## config.mk

```make
export PLATFORM = sky130hd
export DESIGN_NAME = dircc_counter_csr_slave
export DESIGN_NICKNAME = d
export VERILOG_FILES = /design/src/rtl/dircc_counter_csr_slave.sv
export SDC_FILE = /design/constraint.sdc
export NUM_CORES = 1
export LEC_CHECK = 0
export ABC_AREA = 0
export CAP_MARGIN = 20
export CORE_MARGIN = 2
export CORE_UTILIZATION = 30
export CTS_BUF_LIST = sky130_fd_sc_hd__clkbuf_4 sky130_fd_sc_hd__clkbuf_8
export DETAILED_ROUTE_END_ITERATION = 8
export HOLD_SLACK_MARGIN = 0.1
export PLACE_DENSITY = 0.48
export SLEW_MARGIN = 15
export SYNTH_ARGS = -nofsm -noshare
export SYNTH_HDL_FRONTEND = slang
export SYNTH_SLANG_ARGS = --single-unit
```

## constraint.sdc

```tcl
create_clock -name clk_clk -period 15.2 [get_ports clk_clk]
set_input_delay 3.8 -clock clk_clk [delete_from_list [all_inputs] [get_ports clk_clk]]
set_output_delay 3.8 -clock clk_clk [all_outputs]
set_load 0.05 [all_outputs]
```

## src/rtl/dircc_counter_csr_slave.sv

```systemverilog
// Avalon-MM CSR responder for the counter test system: prescaled up/down counter
// with compare-match and wrap flags, level interrupt and a fixed-latency read pipeline.
module dircc_counter_csr_slave #(
   parameter int unsigned COUNT_WIDTH  = 32,
   parameter int unsigned READ_LATENCY = 2,
   parameter logic [31:0] BLOCK_ID     = 32'hD1CC_0001
) (
   input  logic        clk_clk,
   input  logic        reset_reset,
   input  logic [2:0]  avs_address,
   input  logic        avs_read,
   input  logic        avs_write,
   input  logic [31:0] avs_writedata,
   input  logic [3:0]  avs_byteenable,
   output logic [31:0] avs_readdata,
   output logic        avs_readdatavalid,
   output logic        avs_waitrequest,
   output logic        irq
);

   typedef enum logic [2:0] {
      A_CTRL, A_STATUS, A_COUNT, A_LOAD, A_COMPARE, A_PRESCALE, A_ID, A_RSVD
   } addr_e;

   localparam logic [COUNT_WIDTH-1:0] CNT_MAX = '1;

   logic [1:0]             r_boot;
   logic                   r_en, r_dir, r_auto, r_irq_en;
   logic                   r_match, r_wrap, r_irq;
   logic [COUNT_WIDTH-1:0] r_count, r_load, r_compare;
   logic [15:0]            r_prescale, r_presc_cnt;
   logic [READ_LATENCY-1:0] r_rd_vld;
   logic [31:0]            r_rd_data [READ_LATENCY];

   logic                   w_acc_rd, w_acc_wr;
   logic                   w_wr_ctrl, w_wr_status, w_wr_load, w_wr_cmp, w_wr_presc;
   logic                   w_clear, w_load_st, w_w1c_match, w_w1c_wrap;
   logic                   w_produced, w_set_wrap, w_set_match;
   logic [COUNT_WIDTH-1:0] w_next_count;
   logic [15:0]            w_next_presc;
   logic [31:0]            w_be_mask, w_rd_mux;

   function automatic logic [31:0] f_merge(input logic [31:0] old_v, input logic [31:0] new_v,
                                           input logic [31:0] mask);
      return (old_v & ~mask) | (new_v & mask);
   endfunction

   // Ready two edges after reset release; r_boot fills with ones and then saturates.
   assign avs_waitrequest   = ~r_boot[1];
   assign w_acc_rd          = avs_read  & r_boot[1];
   assign w_acc_wr          = avs_write & r_boot[1];
   assign w_be_mask         = {{8{avs_byteenable[3]}}, {8{avs_byteenable[2]}},
                               {8{avs_byteenable[1]}}, {8{avs_byteenable[0]}}};

   assign w_wr_ctrl   = w_acc_wr && (avs_address == A_CTRL);
   assign w_wr_status = w_acc_wr && (avs_address == A_STATUS);
   assign w_wr_load   = w_acc_wr && (avs_address == A_LOAD);
   assign w_wr_cmp    = w_acc_wr && (avs_address == A_COMPARE);
   assign w_wr_presc  = w_acc_wr && (avs_address == A_PRESCALE);
   assign w_clear     = w_wr_ctrl   & avs_byteenable[1] & avs_writedata[8];
   assign w_load_st   = w_wr_ctrl   & avs_byteenable[1] & avs_writedata[9];
   assign w_w1c_match = w_wr_status & avs_byteenable[0] & avs_writedata[0];
   assign w_w1c_wrap  = w_wr_status & avs_byteenable[0] & avs_writedata[1];

   // NOTE: every always_comb output gets a default first so no path can infer a latch.
   always_comb begin
      w_next_count = r_count;
      w_next_presc = r_presc_cnt;
      w_produced   = 1'b0;
      w_set_wrap   = 1'b0;
      if (w_clear) begin
         w_next_count = '0;
         w_next_presc = '0;
         w_produced   = 1'b1;
      end else if (w_load_st) begin
         w_next_count = r_load;
         w_next_presc = '0;
         w_produced   = 1'b1;
      end else if (!r_en) begin
         w_next_presc = '0;
      end else if (r_presc_cnt != r_prescale) begin
         w_next_presc = r_presc_cnt + 16'd1;
      end else begin
         w_next_presc = '0;
         w_produced   = 1'b1;
         if (!r_dir) begin
            if (r_count == CNT_MAX) begin
               w_set_wrap   = 1'b1;
               w_next_count = r_auto ? r_load : '0;
            end else begin
               w_next_count = r_count + COUNT_WIDTH'(1);
            end
         end else begin
            if (r_count == '0) begin
               w_set_wrap   = 1'b1;
               w_next_count = r_auto ? r_load : CNT_MAX;
            end else begin
               w_next_count = r_count - COUNT_WIDTH'(1);
            end
         end
      end
   end

   assign w_set_match = w_produced & (w_next_count == r_compare);

   always_comb begin
      w_rd_mux = '0;
      case (addr_e'(avs_address))
         A_CTRL:     w_rd_mux[3:0]  = {r_irq_en, r_auto, r_dir, r_en};
         A_STATUS:   w_rd_mux[2:0]  = {r_en, r_wrap, r_match};
         A_COUNT:    w_rd_mux       = 32'(r_count);
         A_LOAD:     w_rd_mux       = 32'(r_load);
         A_COMPARE:  w_rd_mux       = 32'(r_compare);
         A_PRESCALE: w_rd_mux[15:0] = r_prescale;
         A_ID:       w_rd_mux       = BLOCK_ID;
         default:    w_rd_mux       = '0;
      endcase
   end

   // NOTE: state is updated with non-blocking assignments so every flop samples pre-edge values.
   always_ff @(posedge clk_clk or posedge reset_reset) begin
      if (reset_reset) begin
         r_boot      <= '0;
         r_en        <= 1'b0;
         r_dir       <= 1'b0;
         r_auto      <= 1'b0;
         r_irq_en    <= 1'b0;
         r_match     <= 1'b0;
         r_wrap      <= 1'b0;
         r_irq       <= 1'b0;
         r_count     <= '0;
         r_load      <= '0;
         r_compare   <= '0;
         r_prescale  <= '0;
         r_presc_cnt <= '0;
      end else begin
         r_boot      <= {r_boot[0], 1'b1};
         r_count     <= w_next_count;
         r_presc_cnt <= w_next_presc;
         // Set beats a simultaneous write-one-to-clear.
         r_match     <= (r_match & ~w_w1c_match) | w_set_match;
         r_wrap      <= (r_wrap  & ~w_w1c_wrap)  | w_set_wrap;
         r_irq       <= r_irq_en & (r_match | r_wrap);
         if (w_wr_ctrl && avs_byteenable[0])
            {r_irq_en, r_auto, r_dir, r_en} <= avs_writedata[3:0];
         if (w_wr_load)
            r_load <= COUNT_WIDTH'(f_merge(32'(r_load), avs_writedata, w_be_mask));
         if (w_wr_cmp)
            r_compare <= COUNT_WIDTH'(f_merge(32'(r_compare), avs_writedata, w_be_mask));
         if (w_wr_presc)
            r_prescale <= 16'(f_merge(32'(r_prescale), avs_writedata, w_be_mask));
      end
   end

   // NOTE: the pipeline data is reset too (it is tiny) so readdata is exactly 0 whenever no pulse is due.
   always_ff @(posedge clk_clk or posedge reset_reset) begin
      if (reset_reset) begin
         for (int i = 0; i < int'(READ_LATENCY); i++) begin
            r_rd_vld[i]  <= 1'b0;
            r_rd_data[i] <= '0;
         end
      end else begin
         r_rd_vld[0]  <= w_acc_rd;
         r_rd_data[0] <= w_acc_rd ? w_rd_mux : '0;
         for (int i = 1; i < int'(READ_LATENCY); i++) begin
            r_rd_vld[i]  <= r_rd_vld[i-1];
            r_rd_data[i] <= r_rd_data[i-1];
         end
      end
   end

   assign avs_readdatavalid = r_rd_vld[READ_LATENCY-1];
   assign avs_readdata      = r_rd_data[READ_LATENCY-1];
   assign irq               = r_irq;

endmodule
```

==> results of run 1 <==
## logic make-up (layout without fill, tap and decap cells)
| group | count (synthesis) | count (layout) | share of synthesized area |
|---|---|---|---|
| AO/OA/AOI/OAI | 344 | 344 | 0.182 |
| XOR/XNOR | 70 | 70 | 0.0474 |
| adder cells (fa/ha/maj) | 4 | 4 | 0.00387 |
| buffers and inverters | 175 | 216 | 0.0631 |
| flip-flops | 203 | 203 | 0.393 |
| multiplexers | 124 | 124 | 0.104 |
| other | 1 | 3 | 0.000290 |
| AND/OR/NAND/NOR | 501 | 501 | 0.206 |
## synth_stat cells (14+ instances only)
| cell type | n |
|---|---|
| a211oi_1 | 18 |
| a21oi_1 | 64 |
| a31oi_1 | 25 |
| and2_1 | 25 |
| and3_1 | 24 |
| buf_4 | 33 |
| clkbuf_1 | 84 |
| dfrtp_1 | 203 |
| inv_1 | 39 |
| mux2_2 | 74 |
| mux2i_1 | 49 |
| nand2_1 | 102 |
| nand3_1 | 49 |
| nand4_1 | 38 |
| nor2_1 | 102 |
| nor2b_1 | 16 |
| nor3_1 | 40 |
| nor4_1 | 30 |
| o211ai_1 | 14 |
| o21ai_0 | 66 |
| o22ai_1 | 25 |
| or3_1 | 14 |
| xnor2_1 | 46 |
| xor2_1 | 24 |
## placed cells by master, fill, tap and decap left out, types with 6 or more instances in the layout
master and instances:
nor2_1 102, mux2_2 74, a21oi_1 64, o21a_1 9
o21ai_0 66, or2_2 7, clkbuf_4 6, buf_4 33
a211o_1 7, a211oi_1 18, nor4_1 29, o211ai_1 14
nand3_1 49, xnor2_1 46, inv_1 38, xor2_1 24
dfrtp_1 203, and2_1 25, mux2i_1 49, nand2b_1 9
or3_1 14, and3_1 24, o31ai_1 12, o22ai_1 25
and4_1 10, nand2_1 102, nand4_1 38, clkdlybuf4s50_1 76
bufinv_16 6, nor2b_1 16, clkbuf_8 48, o2111ai_1 8
nor3_1 39, a31oi_1 24, a22oi_1 12, or4_1 12
## final timing paths
check | start | end | depth (start not counted)
setup / recovery | avs_address[1] | r_match | 12
hold / removal | r_rd_data[37] | avs_readdata[5] | 0
min in group asynchronous | reset_reset | r_rd_data[42] | 2
max in group asynchronous | reset_reset | r_rd_data[49] | 3
hold reg to reg | r_rd_data[37] | avs_readdata[5] | 0
setup reg to reg | r_count[1] | r_match | 11
## metrics by stage
| stage | instances | hold slack, ns | power [mW] | setup slack, ns |
|---|---|---|---|---|
| after floorplan | 1422 | 0.331 | 1.21 | 5.86 |
| after global placement | 1942 | 0.332 | 1.54 | 7.31 |
| after detailed placement | 1943 | 0.335 | 1.53 | 7.24 |
| after CTS | 2009 | 0.348 | 2.18 | 7.83 |
| after global routing | 2010 | 0.354 | 2.28 | 7.61 |
| final | 2011 | 0.332 | 2.20 | 7.69 |
## final cells by class
class / count / area share
Tap cell: 546 / 0.0458
Multi-Input combinational cell: 1044 / 0.473
Sequential cell: 203 / 0.340
Antenna cell: 2 / 0.000335
Clock inverter: 12 / 0.0150
Timing Repair Buffer: 110 / 0.0679
Inverter: 40 / 0.0106
Clock buffer: 54 / 0.0473
## worst max-delay path: stages
cell,delay (ns)
clkdlybuf4s50_1,0.40
buf_4,0.21
nor3_1,0.77
nand3_1,0.40
nand2_1,0.55
a2bb2oi_1,0.23
o221a_2,0.20
nor2_1,0.04
or4_1,0.54
nor4_1,0.43
nand4_1,0.23
o21ai_1,0.17
## where the power goes
group          total [mW]  switching, mW  internal [mW]
combinational       0.662          0.403          0.259
clock               0.644          0.241          0.402
sequential          0.892          0.270          0.622
total                2.20          0.914           1.28
## routing by layer
layer / track usage / vias to the layer above / routed length, um
met5: 0 / - / 0
met4: 0.0952 / 0 / 2250
met3: 0.0589 / 116 / 4950
met2: 0.379 / 580 / 24500
met1: 0.368 / 5980 / 26100
li1: - / 5267 / -
==> results.toml, run 1 <==
[status]
status = "finished clean"

[die]
initial_core_util = 0.302
die_h_um = 212
dieArea_sq_mm = 0.0447
fp-row-count = 76
ios = 78
die_x_um = 212
core-area_sq_mm = 0.0428

[timing]
tightest_slew_ns = 1.03
tns_ns = 0
fin_skew_ns = 0.0275
min_period_ns = 7.51
setup_viol = 0
finalHoldViolations = 0
clock.fmax_ghz = 0.133
rsz0062_at_grt = "no"
drv_slew = 0
period_share = 0.494
slew_headroom = 0.294

[grt]
grt_max_degree = 72
antenna_found_initial = 4
grt_util_all_layers = 0.258
gr-total-overflow = 0
grt_first_pass_wirelength_mm = 83.3
grt_pass1_vias = 11600

[yosys]
synth-seq-cells = 203
synth_top_area_cell = "dfrtp_1"
async_reset_ff_frac = 1.00
syn_inst = 1422
synth_fp_nets = 1469
ys_warn_count = 0
yosys-top-cells-area = "dfrtp_1 (39%), mux2_2 (6.4%), mux2i_1 (3.8%), xnor2_1 (3.1%), nand2_1 (3.0%)"
ys_types = 81
netlist_area_sq_mm = 0.0129
postSynthAreaPerCell_sq_um = 9.09
synth_edf_count = 0
ys.flop_type = "dfrtp_1"
synth_top_area_frac = 0.393
seq_area_frac_synth = 0.393

[run]
cap_violations = 0

[clock_tree]
clockBufferDepth = 3
cts_setup_buffers = 0
cts_tree = "built"
htreeDepth = 2
clk_latency_ns = 0.56
ctsHoldBuffers = 0
clk_pin_slew_ns = 0.07
cts-resized-gates = 0
cts_root_buffer = "clkbuf_8"
cts.sinks = 203
numCtsBuffers = 37

[layout]
synthToLayoutAreaGrowth_pct = 15.5
fin_area_sq_mm = 0.0149
drive_gt1_frac = 0.142
fin_util = 0.349
seqCellArea_sq_mm = 0.00508
nets = 1483
nFillCells = 4460
multiInputGateArea_sq_mm = 0.00705

[power]
power.density_mw_per_mm2 = 147
p_leak_nw = 6.07
irDropWorstVdd_v = 0.0000850

[drt]
vias = 11900
via_per_inst = 5.94
wl_per_cell_um = 28.7
drc_errors = 0
initialDrtViolationCount = 1355
drt_wl_total_mm = 57.7
drt_pass1_iterations = 6
final_antenna_net_count = 0

[critical_path]
cp-end-kind = "flop"
startpoint_type = "primary input"
critical_path_required_ns = 15.68
arrival_ns = 7.99
r2r_setup_slack_ns = 10.15
worstPathMaxFanout = 24
critPathKind = "primary input to flop"

[min_path]
min_path_type = "flop to flop"

[placed_design]
dp_hpwl_mm = 43.8
io_buffers = 77
gp_congestion = 0.947
place_area_sq_mm = 0.0140
Note: power is estimated with default switching activity, not from simulation.
==> run 2: changes to the inputs <==
clock period = 7.1 ns   (was 15.2 ns; I/O delays follow)
==> results.toml, run 2 (synthesis results as in run 1) <==
[status]
status = "finished clean"

[clock_tree]
numCtsBuffers = 37
clk_pin_slew_ns = 0.07
clk_latency_ns = 0.57
clockBufferDepth = 3
cts_tree = "built"
cts_root_buffer = "clkbuf_8"
cts-resized-gates = 0
cts.sinks = 203
htreeDepth = 2
ctsHoldBuffers = 0
cts_setup_buffers = 0

[critical_path]
r2r_cells = 11
rr_startpoint = "r_count[0]"
max_stage_delay_ns = 0.60
critPathKind = "primary input to flop"
startpoint_type = "primary input"
path_common_cell = "nor4_1"
worstPathMaxFanout = 24
arrival_ns = 5.71
cp-end-kind = "flop"
crit_family = "simple AND/OR/NAND/NOR gates"
worstPathCellList = "clkdlybuf4s50_1 > buf_4 > nor3_1 > nand2_1 > o211ai_1 > o2111ai_1 > nor4_1 > o22ai_1 > or4_1 > nor4_1 > nand4_1 > o21ai_1"
r2r_end = "r_match"
critical_path_required_ns = 7.59
crit_slowest_cell = "nor3_1"
critical_path_buf_inv_count = 2
r2r_setup_slack_ns = 2.11

[drt]
drt_pass1_iterations = 6
initialDrtViolationCount = 1426
wl_met3_mm = 4.92
wl_per_cell_um = 29.8
drt_wl_total_mm = 59.9
wl_met1_mm = 27.8
vias = 12100
via_per_inst = 6.02
highest_layer = "met4"
wl_met2_mm = 25.5
final_antenna_net_count = 0
drc_errors = 0

[layout]
fin_util = 0.346
synthToLayoutAreaGrowth_pct = 14.5
drive_gt1_frac = 0.142
num_antenna_cells = 0
final_common_cell = "dfrtp_1"
nets = 1488
final_cell_mix = "dfrtp_1 (203), nor2_1 (102), nand2_1 (102), clkdlybuf4s50_1 (76), mux2_2 (74)"

[timing]
tns_ns = 0
hold_slack_ns = 0.316
min_period_ns = 5.22
slew_headroom = 0.281
drv_slew = 0
clock.fmax_ghz = 0.192
fin_skew_ns = 0.0635
tightest_slew_ns = 1.07
rsz0062_at_grt = "no"
setup_viol = 0
layout_setup_ws_ns = 1.88
finalHoldViolations = 0
period_share = 0.735

[power]
power.density_mw_per_mm2 = 308
irDropWorstVdd_v = 0.000156
fin_total_pwr_mw = 4.55
p_leak_nw = 6.02

[grt]
antenna_found_initial = 1
grt_first_pass_wirelength_mm = 86.4
grt_util_all_layers = 0.269
grt_pass1_vias = 11600
grt_max_degree = 133
gr-total-overflow = 0

[die]
dieArea_sq_mm = 0.0447
die_x_um = 212
initial_core_util = 0.302
die_h_um = 212
ios = 78
core-area_sq_mm = 0.0428
fp-row-count = 76

[min_path]
timing.hold.worst_endpoint = "avs_readdata[24]"
hold_depth = 0
min_path_type = "flop to flop"
hp-start = "r_rd_data[56]"

[placed_design]
dp_hpwl_mm = 45.3
dpl_worst_slack_ns = 1.38
io_buffers = 77
gp_congestion = 0.965

[run]
cap_violations = 0
==> run 2: changes by cell type in the layout (fill, tap and decap cells not counted) <==
cell and change:
nor4_4 -1, buf_4 +4, buf_12 +1, nor4_2 +1, diode_2 -2, inv_8 -2, clkbuf_8 -6, clkbuf_4 +3
bufinv_16 -3, clkinv_2 +2
==> run 2: worst max path at each step <==
stage                        start                    endpoint  cells past startpoint
detailed placement  avs_address[1]                     r_match                     12
floorplan              reset_reset  asynchronous set/reset pin                      1
finish              avs_address[1]                     r_match                     12
global placement    avs_address[1]                     r_match                     12
global route        avs_address[1]                     r_match                     12
CTS                 avs_address[1]                     r_match                     12
==> run 2: final cells by class <==
type / instances / area [sq um]
clock buffer: 51 / 646
clock inverter: 9 / 125
fill: 4457 / 28000
inverter: 40 / 154
multi-input combinational: 1044 / 7040
sequential: 203 / 5080
tap: 546 / 683
timing repair buffer: 115 / 1060
==> run 2: worst reg2reg max path, stage by stage, from the launching register on <==
cell and delay, ns:
dfrtp_1 0.59, inv_1 0.36, ha_1 0.22, or4b_2 0.70, nor4_1 0.55, nand3_1 0.49
o311ai_1 0.67, a21oi_1 0.20, a211o_1 0.37, nor4_1 0.46, nand4_1 0.19, o21ai_1 0.15
==> run 2: layer usage <==
metal,global-route usage,up-vias
met1,0.394,6089
met5,0,-
met3,0.0518,104
li1,-,5266
met4,0.0755,0
met2,0.401,632
==> run 2: power breakdown <==
group	total, mW	internal, mW	switching (mW)	leakage [nW]
logic	1.43	0.558	0.870	2.97
registers	1.92	1.33	0.593	2.64
clock network	1.20	0.694	0.507	0.402
total	4.55	2.58	1.97	6.02
==> run 2: through the flow <==
stage,cells,instance area [sq um]
after CTS,2008,14800
after floorplan,1422,12900
final,2008,14800
after global routing,2008,14800
after global placement,1948,14000
after detailed placement,1948,14000
